===== src/rtl/spi_pkg.sv =====
// -----------------------------------------------------------------------------
// spi_pkg
// Definitions shared by the SPI slave and the master side of the link:
//   TRAN_WIDTH_DEF  default word length in bits (legal range 8..32)
//   CNT_W           width of the per-word bit counter
//   spi_state_e     slave frame-tracking FSM encoding
// -----------------------------------------------------------------------------
package spi_pkg;

   localparam int TRAN_WIDTH_DEF = 24;
   localparam int CNT_W          = 6;

   typedef enum logic [1:0] {
      s_Idle   = 2'd0,  // SS high, tx word follows i_SPI_Send_Data
      s_Active = 2'd1,  // frame armed from s_Idle, shifting words
      s_Flush  = 2'd2   // SS low but not armed; wait for SS high
   } spi_state_e;

endpackage


===== src/rtl/spi_sync_edge.sv =====
// -----------------------------------------------------------------------------
// spi_sync_edge
// Brings one asynchronous pin into the clk_i domain through two flops, then
// keeps a third flop so single-cycle rise/fall strobes can be derived.
//   clk_i   system clock
//   rst_i   synchronous active-high reset; all three flops load RST_VAL
//   d_i     asynchronous pin
//   sync_o  synchronized level
//   rise_o  one-cycle strobe on a synchronized 0->1 transition
//   fall_o  one-cycle strobe on a synchronized 1->0 transition
// -----------------------------------------------------------------------------
module spi_sync_edge #(
   parameter logic RST_VAL = 1'b0
) (
   input  logic clk_i,
   input  logic rst_i,
   input  logic d_i,
   output logic sync_o,
   output logic rise_o,
   output logic fall_o
);

   logic meta_q;
   logic sync_q;
   logic dly_q;

   always_ff @(posedge clk_i) begin
      if (rst_i) begin
         meta_q <= RST_VAL;
         sync_q <= RST_VAL;
         dly_q  <= RST_VAL;
      end else begin
         meta_q <= d_i;
         sync_q <= meta_q;
         dly_q  <= sync_q;
      end
   end

   assign sync_o = sync_q;
   assign rise_o = sync_q & ~dly_q;
   assign fall_o = ~sync_q & dly_q;

endmodule


===== src/rtl/spi_slave.sv =====
// -----------------------------------------------------------------------------
// spi_slave
// SPI slave, SCLK idle low, MOSI sampled on SCLK falling edges, MISO advanced
// on SCLK rising edges, MSB first. Everything runs on c_clk_100m; the SPI pins
// are oversampled (SCLK up to c_clk_100m/8).
//   c_clk_100m           system clock
//   i_rst                synchronous active-high reset
//   i_SPI_Send_Data      word returned on MISO, frozen at the start of a word
//   o_SPI_Send_Load_ack  toggles whenever a send word is frozen
//   o_SPI_Receive_Sync   toggles once per completed received word
//   o_SPI_Receive_Data   last completed received word
//   o_Error_Count        frames aborted mid-word, saturating at 255
//   i_SPI_Clk/SS/MOSI    asynchronous SPI pins, SS active low
//   o_SPI_MISO           serial data out (MSB of the tx shift register)
//   o_SPI_MISO_oe        high while synchronized SS is low
//   o_Dbg_State          current FSM state for observation
//
// Handshake: there is no valid/ready flow control. Each toggle of
// o_SPI_Receive_Sync marks o_SPI_Receive_Data as a new word, stable until the
// next toggle; each toggle of o_SPI_Send_Load_ack marks that i_SPI_Send_Data
// was just captured and the next word may be presented.
// -----------------------------------------------------------------------------
module spi_slave
   import spi_pkg::*;
#(
   parameter int TRAN_WIDTH = TRAN_WIDTH_DEF
) (
   input  logic                  c_clk_100m,
   input  logic                  i_rst,
   input  logic [TRAN_WIDTH-1:0] i_SPI_Send_Data,
   output logic                  o_SPI_Send_Load_ack,
   output logic                  o_SPI_Receive_Sync,
   output logic [TRAN_WIDTH-1:0] o_SPI_Receive_Data,
   output logic [7:0]            o_Error_Count,
   input  logic                  i_SPI_Clk,
   input  logic                  i_SPI_SS,
   input  logic                  i_SPI_MOSI,
   output logic                  o_SPI_MISO,
   output logic                  o_SPI_MISO_oe,
   output spi_state_e            o_Dbg_State
);

   localparam logic [CNT_W-1:0] WIDTH_CNT = CNT_W'(TRAN_WIDTH);

   logic sclk_sync, sclk_rise, sclk_fall;
   logic ss_sync, ss_rise, ss_fall;
   logic mosi_sync, mosi_rise, mosi_fall;

   spi_sync_edge #(.RST_VAL(1'b0)) u_sync_sclk (
      .clk_i (c_clk_100m), .rst_i (i_rst), .d_i (i_SPI_Clk),
      .sync_o(sclk_sync), .rise_o(sclk_rise), .fall_o(sclk_fall)
   );

   spi_sync_edge #(.RST_VAL(1'b1)) u_sync_ss (
      .clk_i (c_clk_100m), .rst_i (i_rst), .d_i (i_SPI_SS),
      .sync_o(ss_sync), .rise_o(ss_rise), .fall_o(ss_fall)
   );

   spi_sync_edge #(.RST_VAL(1'b0)) u_sync_mosi (
      .clk_i (c_clk_100m), .rst_i (i_rst), .d_i (i_SPI_MOSI),
      .sync_o(mosi_sync), .rise_o(mosi_rise), .fall_o(mosi_fall)
   );

   spi_state_e            state_q;
   logic [CNT_W-1:0]      cnt_q;
   logic [TRAN_WIDTH-1:0] rx_q;
   logic [TRAN_WIDTH-1:0] tx_q;
   logic                  armed_q;   // a falling edge was seen in this word
   logic [1:0]            settle_q;  // synchronizers refilled from the pins
   logic [TRAN_WIDTH-1:0] rx_data_q;
   logic                  rx_sync_q;
   logic                  ack_q;
   logic [7:0]            err_q;

   logic [TRAN_WIDTH-1:0] rx_d;
   logic [CNT_W-1:0]      cnt_d;
   logic                  word_done;

   assign rx_d      = {rx_q[TRAN_WIDTH-2:0], mosi_sync};
   assign cnt_d     = cnt_q + 1'b1;
   assign word_done = (cnt_d == WIDTH_CNT);

   // Pin-level observations not needed by the frame logic.
   logic unused_sigs;
   assign unused_sigs = ^{sclk_sync, mosi_rise, mosi_fall, rx_q[TRAN_WIDTH-1]};

   always_ff @(posedge c_clk_100m) begin
      if (i_rst) begin
         state_q   <= s_Flush;
         cnt_q     <= '0;
         rx_q      <= '0;
         tx_q      <= '0;
         armed_q   <= 1'b0;
         settle_q  <= 2'd0;
         rx_data_q <= '0;
         rx_sync_q <= 1'b0;
         ack_q     <= 1'b0;
         err_q     <= 8'd0;
      end else begin
         // The SS synchronizer resets to "high"; wait until it holds real pin
         // samples so a frame already in progress is not mistaken for idle.
         if (settle_q != 2'd3) begin
            settle_q <= settle_q + 2'd1;
         end

         case (state_q)
            s_Flush: begin
               if ((settle_q == 2'd3) && ss_sync) begin
                  state_q <= s_Idle;
               end
            end

            s_Idle: begin
               // Tracking load keeps the MSB on MISO before SS falls; the load
               // in the SS-fall cycle is the one that freezes the word.
               tx_q <= i_SPI_Send_Data;
               if (ss_fall) begin
                  state_q <= s_Active;
                  cnt_q   <= '0;
                  rx_q    <= '0;
                  armed_q <= 1'b0;
                  ack_q   <= ~ack_q;
               end
            end

            s_Active: begin
               // SS rising has priority over any coincident SCLK edge.
               if (ss_rise) begin
                  state_q <= s_Idle;
                  cnt_q   <= '0;
                  if ((cnt_q != '0) && (err_q != 8'hFF)) begin
                     err_q <= err_q + 8'd1;
                  end
               end else if (sclk_fall) begin
                  rx_q <= rx_d;
                  if (word_done) begin
                     rx_data_q <= rx_d;
                     rx_sync_q <= ~rx_sync_q;
                     cnt_q     <= '0;
                     tx_q      <= i_SPI_Send_Data;
                     ack_q     <= ~ack_q;
                     armed_q   <= 1'b0;
                  end else begin
                     cnt_q   <= cnt_d;
                     armed_q <= 1'b1;
                  end
               end else if (sclk_rise && armed_q) begin
                  // The rising edge that opens a word leaves the MSB in place.
                  tx_q <= {tx_q[TRAN_WIDTH-2:0], 1'b0};
               end
            end

            default: state_q <= s_Flush;
         endcase
      end
   end

   assign o_SPI_Send_Load_ack = ack_q;
   assign o_SPI_Receive_Sync  = rx_sync_q;
   assign o_SPI_Receive_Data  = rx_data_q;
   assign o_Error_Count       = err_q;
   assign o_SPI_MISO          = tx_q[TRAN_WIDTH-1];
   assign o_SPI_MISO_oe       = ~ss_sync;
   assign o_Dbg_State         = state_q;

endmodule


===== config.mk =====
export PLATFORM = sky130hd
export DESIGN_NAME = spi_slave
export DESIGN_NICKNAME = d
export VERILOG_FILES = /design/src/rtl/spi_pkg.sv /design/src/rtl/spi_sync_edge.sv /design/src/rtl/spi_slave.sv
export SDC_FILE = /design/constraint.sdc
export NUM_CORES = 1
export LEC_CHECK = 0
export BUFFER_PORTS_ARGS = -buffer_cell sky130_fd_sc_hd__buf_2
export CAP_MARGIN = 40
export CORE_MARGIN = 2
export CORE_UTILIZATION = 50
export DETAILED_ROUTE_END_ITERATION = 10
export GPL_TIMING_DRIVEN = 0
export HOLD_SLACK_MARGIN = 0.06
export PLACE_DENSITY = 0.76
export SETUP_SLACK_MARGIN = 0.4
export SLEW_MARGIN = 20
export SYNTH_ARGS = -nofsm -noshare
export SYNTH_HDL_FRONTEND = slang
export SYNTH_SLANG_ARGS = --single-unit

===== constraint.sdc =====
create_clock -name c_clk_100m -period 4 [get_ports c_clk_100m]
set_clock_uncertainty 0.2 [all_clocks]
set_input_delay 0.4 -clock c_clk_100m [delete_from_list [all_inputs] [get_ports c_clk_100m]]
set_output_delay 0.4 -clock c_clk_100m [all_outputs]
set_load 0.01 [all_outputs]

Yosys cells after proc, flatten, opt, wreduce, memory -nomap -nowiden
Cells that the tools add are included.
Cells by class
  equal/unequal tests: 15
  add/subtract/negate cells: 3
  reductions and logical operators: 13
  mux-type cells: 28
  bitwise operators: 11
Operators by type and width (count)
  24-bit two-way mux: 4
  23-bit two-way mux: 3
  24-bit one-hot mux with 2 select lines: 1
  23-bit one-hot mux with 2 select lines: 1
  6-bit two-way mux: 4
  2-bit != test, second input constant: 7
  6-bit one-hot mux with 2 select lines: 1
  4-bit AND reduction: 3
  3-bit != test, second input constant: 3
  3-bit AND reduction: 3
  8-bit by 1-bit adder with 8-bit output, second input constant: 1
  1-bit two-way mux: 8
  8-bit != test, second input constant: 1
  1-bit inverter: 7
  6-bit by 1-bit adder with 6-bit output, second input constant: 1
  6-bit by 5-bit == test with 1-bit output, second input constant: 1
  2-bit two-way mux: 3
  2-bit one-hot mux with 3 select lines: 1
  6-bit nonzero test: 1
  5-bit AND reduction: 1
  1-bit AND: 4
  2-bit == test, second input constant: 2
  1-bit one-hot mux with 2 select lines: 2
  1-bit logical AND: 3
  4 further kinds: 4
Word-level totals
  output and inout bits: 38
  flip-flop bits (word level): 100
  bits of input ports: 29

Depth between registers and ports, before layout
  word-level depth: 7
  depth in mapped cells: 9
  depth with buffers taken out: 6

Hierarchy
Synthesis repeated with hierarchy kept, for this count alone.
Unflattened totals
  cell total of the unflattened synthesis: 511
  area total of the unflattened synthesis: 4719.5 µm²
By module, submodules not included
  spi_slave: cells each 487, instances 1, area an instance 4444.3 µm², sequential area each 1841.8 µm²
  spi_sync_edge (u_sync_mosi ...): cells each 8, instances 2, area an instance 91.3 µm², sequential area each 60.1 µm²
  spi_sync_edge (u_sync_ss): cells each 8, instances 1, area an instance 92.6 µm², sequential area each 60.1 µm²

Worst setup path before layout
OpenSTA, ideal clock, no wires.
  path type: register to register
  start: register cnt_q[0]
  end: register tx_q[10]
  arrival: 1588 ps
  slack: 2065 ps
  cell stages (with the launch flop): 10
  path through: dfxtp_1 > ha_1 > nand2_1 > nor2_1 > a31o_1 > buf_6 > and2_4 > buf_6 > buf_6 > a311oi_2
Between the ends
  longest elaborated chain between the ends: 4
Ends and longest elaborated chain
  start: declaration: line spi_slave.sv:65  | logic [CNT_W-1:0] cnt_q;
  start signal: assignment: line spi_slave.sv:144  | cnt_q <= cnt_d;
  6-bit by 1-bit adder with 6-bit output: line spi_slave.sv:80  | assign cnt_d = cnt_q + 1'b1;
  6-bit by 5-bit == test with 1-bit output: line spi_slave.sv:81  | assign word_done = (cnt_d == WIDTH_CNT);
  3-bit != test (no line)
  4-bit AND reduction (no line)
  end signal: assignment: line spi_slave.sv:116  | tx_q <= i_SPI_Send_Data;
  end signal: assignment: line spi_slave.sv:140  | tx_q <= i_SPI_Send_Data;
  end signal: assignment: line spi_slave.sv:149  | tx_q <= {tx_q[TRAN_WIDTH-2:0], 1'b0};
  end: declaration: line spi_slave.sv:67  | logic [TRAN_WIDTH-1:0] tx_q;
Every way passes these cells.
A chain may end at the register's enable or synchronous reset.

Final worst setup path
Same ends and word-level chain as after synthesis.

==> impl_metrics.tcl <==
set metrics [dict create \
    antenna_found_initial 0 \
    worstPathArrival_ns 2.32 \
    cts_resized 0 \
    maxSlewViolCount 0 \
    synth-seq-cells 100 \
    synth.area.top_cells "dfxtp_1 (46%), a311oi_2 (6.9%), nor2_1 (5.8%)" \
    final_common_cell "dfxtp_1" \
    yosys.area.top_type "dfxtp_1" \
    hold_viol_final 0 \
    finalCritPeriodShare_pct 55.9 \
    synth_cells 473 \
    drc 0 \
    max_stage_delay_ns 0.43 \
    avgSynthCellArea_um2 9.20 \
    worstPathCellList "ha_1 > nand2_1 > nor2_1 > a31o_1 > buf_6 > buf_2 > a21oi_1 > a311oi_2" \
    synth-async-reset-ratio_pct 0 \
    antenna_cells 0 \
    die_area_um2 9470 \
    cts_tree "done" \
    fp.dieH_um 97.3 \
    hpwl_um 6810 \
    syn_nets 506 \
    ys_seq_area_share_pct 46.0 \
    critical_path_class "flip-flop to flip-flop" \
    setup_ws_ns 1.76 \
    outcome "finished clean" \
    critPathBufInv 2 \
    synth_edf_count 0 \
    clockBufferDepth 2 \
    dr_total_vias 3638 \
    fin_crit_ns 2.24 \
    grt.total_usage_pct 20.6 \
    crit_family "compound AO/OA/AOI/OAI gates" \
    holdPathEnd "tx_q[1]$_SDFFE_PP0P_" \
    grt_pass1_wl_um 16200 \
    die_w_um 97.3 \
    wirelength_um 9530 \
    rr_startpoint "cnt_q[0]$_SDFFE_PP0P_" \
    pin_count 67 \
    worstSkewPairLatency_ns 0.37 \
    worst-endpoint-required_ns 4.08 \
    syn_to_final_growth_pct 15.6 \
    fin_setup_tns_ns 0 \
    rsz0062_at_grt "false" \
    setup_viol 0 \
    post-place-ws_ns 1.78 \
    drv_cap 0 \
    r2r_cells 8 \
    slowest_stage "dfxtp_1" \
    synth_top_cell_area_share_pct 46.0 \
    worstSetupEndpointType "flip-flop" \
    irDropWorstVdd_mv 0.203 \
    fill_cells 791 \
    drtPass1Iterations 5 \
    most-common-layout-cells "dfxtp_1 (100), buf_2 (73), nor2_1 (67)" \
    coreArea_um2 8590 \
    place.gp.congestion 0.862 \
    drt_iter0_markers 188 \
    fmax_ghz 0.447 \
    grt_pass1_vias 3510 \
    grt_max_degree 20 \
    h-tree-depth 3 \
    nets 585 \
    root_buffer "clkbuf_8" \
    ant_nets 0 \
    min_path_type "input pin to flip-flop" \
    synth_ff_type "dfxtp_1" \
    synth_area_um2 4350 \
    numCtsBuffers 9 \
    clock-sinks 100 \
    drive_gt1_share_pct 22.6 \
    start_kind "flip-flop" \
    ys_types 45 \
    postCtsHoldBufs 3 \
    synth_warnings 0 \
    ff2ff_setup_slack_ns 1.76 \
    initial_core_util_pct 50.7 \
    worst_slew_pin_slew_ns 0.705 \
    drt-vias-per-instance 5.47 \
    holdCritStartpoint "i_SPI_Send_Data[1]" \
    r2r_end "tx_q[10]$_SDFFE_PP0P_" \
    relSlewSlack_pct 53.0 \
    post-cts-setup-buffers 0 \
    min_path_cells 3 \
    cp_max_fo 10 \
    port_buffers 65 \
    grt.overflow.total 0 \
    p_leak_nw 1.88 \
    clk_pin_slew_ns 0.10 \
    rows 34 \
    powerDensity_nw_per_um2 369 \
    routed_wire_length_per_instance_um 14.3 \
]
## worst max path at each step
stage / depth (start not counted) / from / slack [ns] / end
after detailed placement: 5 / u_sync_ss.sync_o$_SDFF_PP1_ / 1.78 / tx_q[10]$_SDFFE_PP0P_
final: 8 / cnt_q[0]$_SDFFE_PP0P_ / 1.76 / tx_q[10]$_SDFFE_PP0P_
after CTS: 5 / u_sync_ss.sync_o$_SDFF_PP1_ / 1.76 / tx_q[10]$_SDFFE_PP0P_
after floorplan: 9 / cnt_q[0]$_SDFFE_PP0P_ / 2.06 / tx_q[10]$_SDFFE_PP0P_
after global routing: 8 / cnt_q[0]$_SDFFE_PP0P_ / 1.55 / tx_q[16]$_SDFFE_PP0P_
after global placement: 5 / u_sync_ss.sync_o$_SDFF_PP1_ / 1.83 / tx_q[11]$_SDFFE_PP0P_
## synth_stat cells, types with 2 or more instances
cell,number
nand3b_1,2
inv_1,3
xnor2_1,8
nand3_1,32
ha_1,4
nor4_1,4
buf_1,2
a31oi_1,25
nor3_1,2
nand2b_1,7
nand2_1,36
nor2b_1,8
nor2_1,67
nand4_1,2
dfxtp_1,100
o21a_1,22
a311oi_2,20
buf_6,6
or2_2,5
a21oi_1,31
a311oi_1,5
clkbuf_1,24
a21o_1,2
mux2i_1,25
o21ai_0,4
buf_2,8
## area by class of cell
type	count	area (µm²)	share of cell area [%]
inverters	3	11.3	0.224
plain buffers	41	213	4.23
clock buffers	9	124	2.46
clock inverters	7	66.3	1.32
flip-flops and latches	100	2000	39.8
multi-input cells	329	2130	42.3
well taps	108	135	2.68
repair buffers	68	355	7.06
## flip-flops by register name, indices dropped and copies added (netlist names)
name / cells
o_Error_Count: 8
u_sync_ss.sync_o: 1
o_SPI_Receive_Sync: 1
o_SPI_Send_Load_ack: 1
u_sync_sclk.meta_q: 1
u_sync_sclk.sync_o: 1
settle_q: 2
u_sync_ss.dly_q: 1
armed_q: 1
u_sync_mosi.sync_o: 1
tx_q: 24
u_sync_ss.meta_q: 1
o_Dbg_State: 2
u_sync_sclk.dly_q: 1
cnt_q: 6
rx_q: 23
o_SPI_Receive_Data: 24
u_sync_mosi.meta_q: 1
## layer usage
| layer | routed length, µm | GRT usage, % |
|---|---|---|
| met5 | 0 | 0 |
| met4 | 83 | 5.13 |
| met3 | 418 | 6.04 |
| met2 | 4360 | 32.9 |
| met1 | 4660 | 27.8 |
## tightest hold or removal path, cell delays in order
cell	delay (ns)
buf_2	0.09
nand2_1	0.05
a311oi_1	0.07
## metrics by stage
step	hold WS (ns)	power (mW)	utilization (%)	area [µm²]	std cells
finish	0.0799	1.86	58.6	5030	665
global route	0.0805	1.94	58.6	5030	665
CTS	0.0733	1.87	58.6	5030	665
detailed placement	0.203	1.25	56.0	4810	646
global placement	0.196	1.24	56.0	4810	646
floorplan	0.189	1.20	-	4350	473
## logic make-up after synthesis
group | Yosys count | synth area share, %
xor+xnor | 9 | 1.81
simple gates | 171 | 18.1
flops | 100 | 46.0
mux | 26 | 6.06
fa+ha+maj | 5 | 1.38
buf+inv | 44 | 5.15
compound gates | 118 | 21.5
## where the power goes
| part | switching (mW) | internal, mW |
|---|---|---|
| logic | 0.101 | 0.0741 |
| clock network | 0.386 | 0.244 |
| registers | 0.0199 | 1.03 |
(Power assumes the default switching activity.)
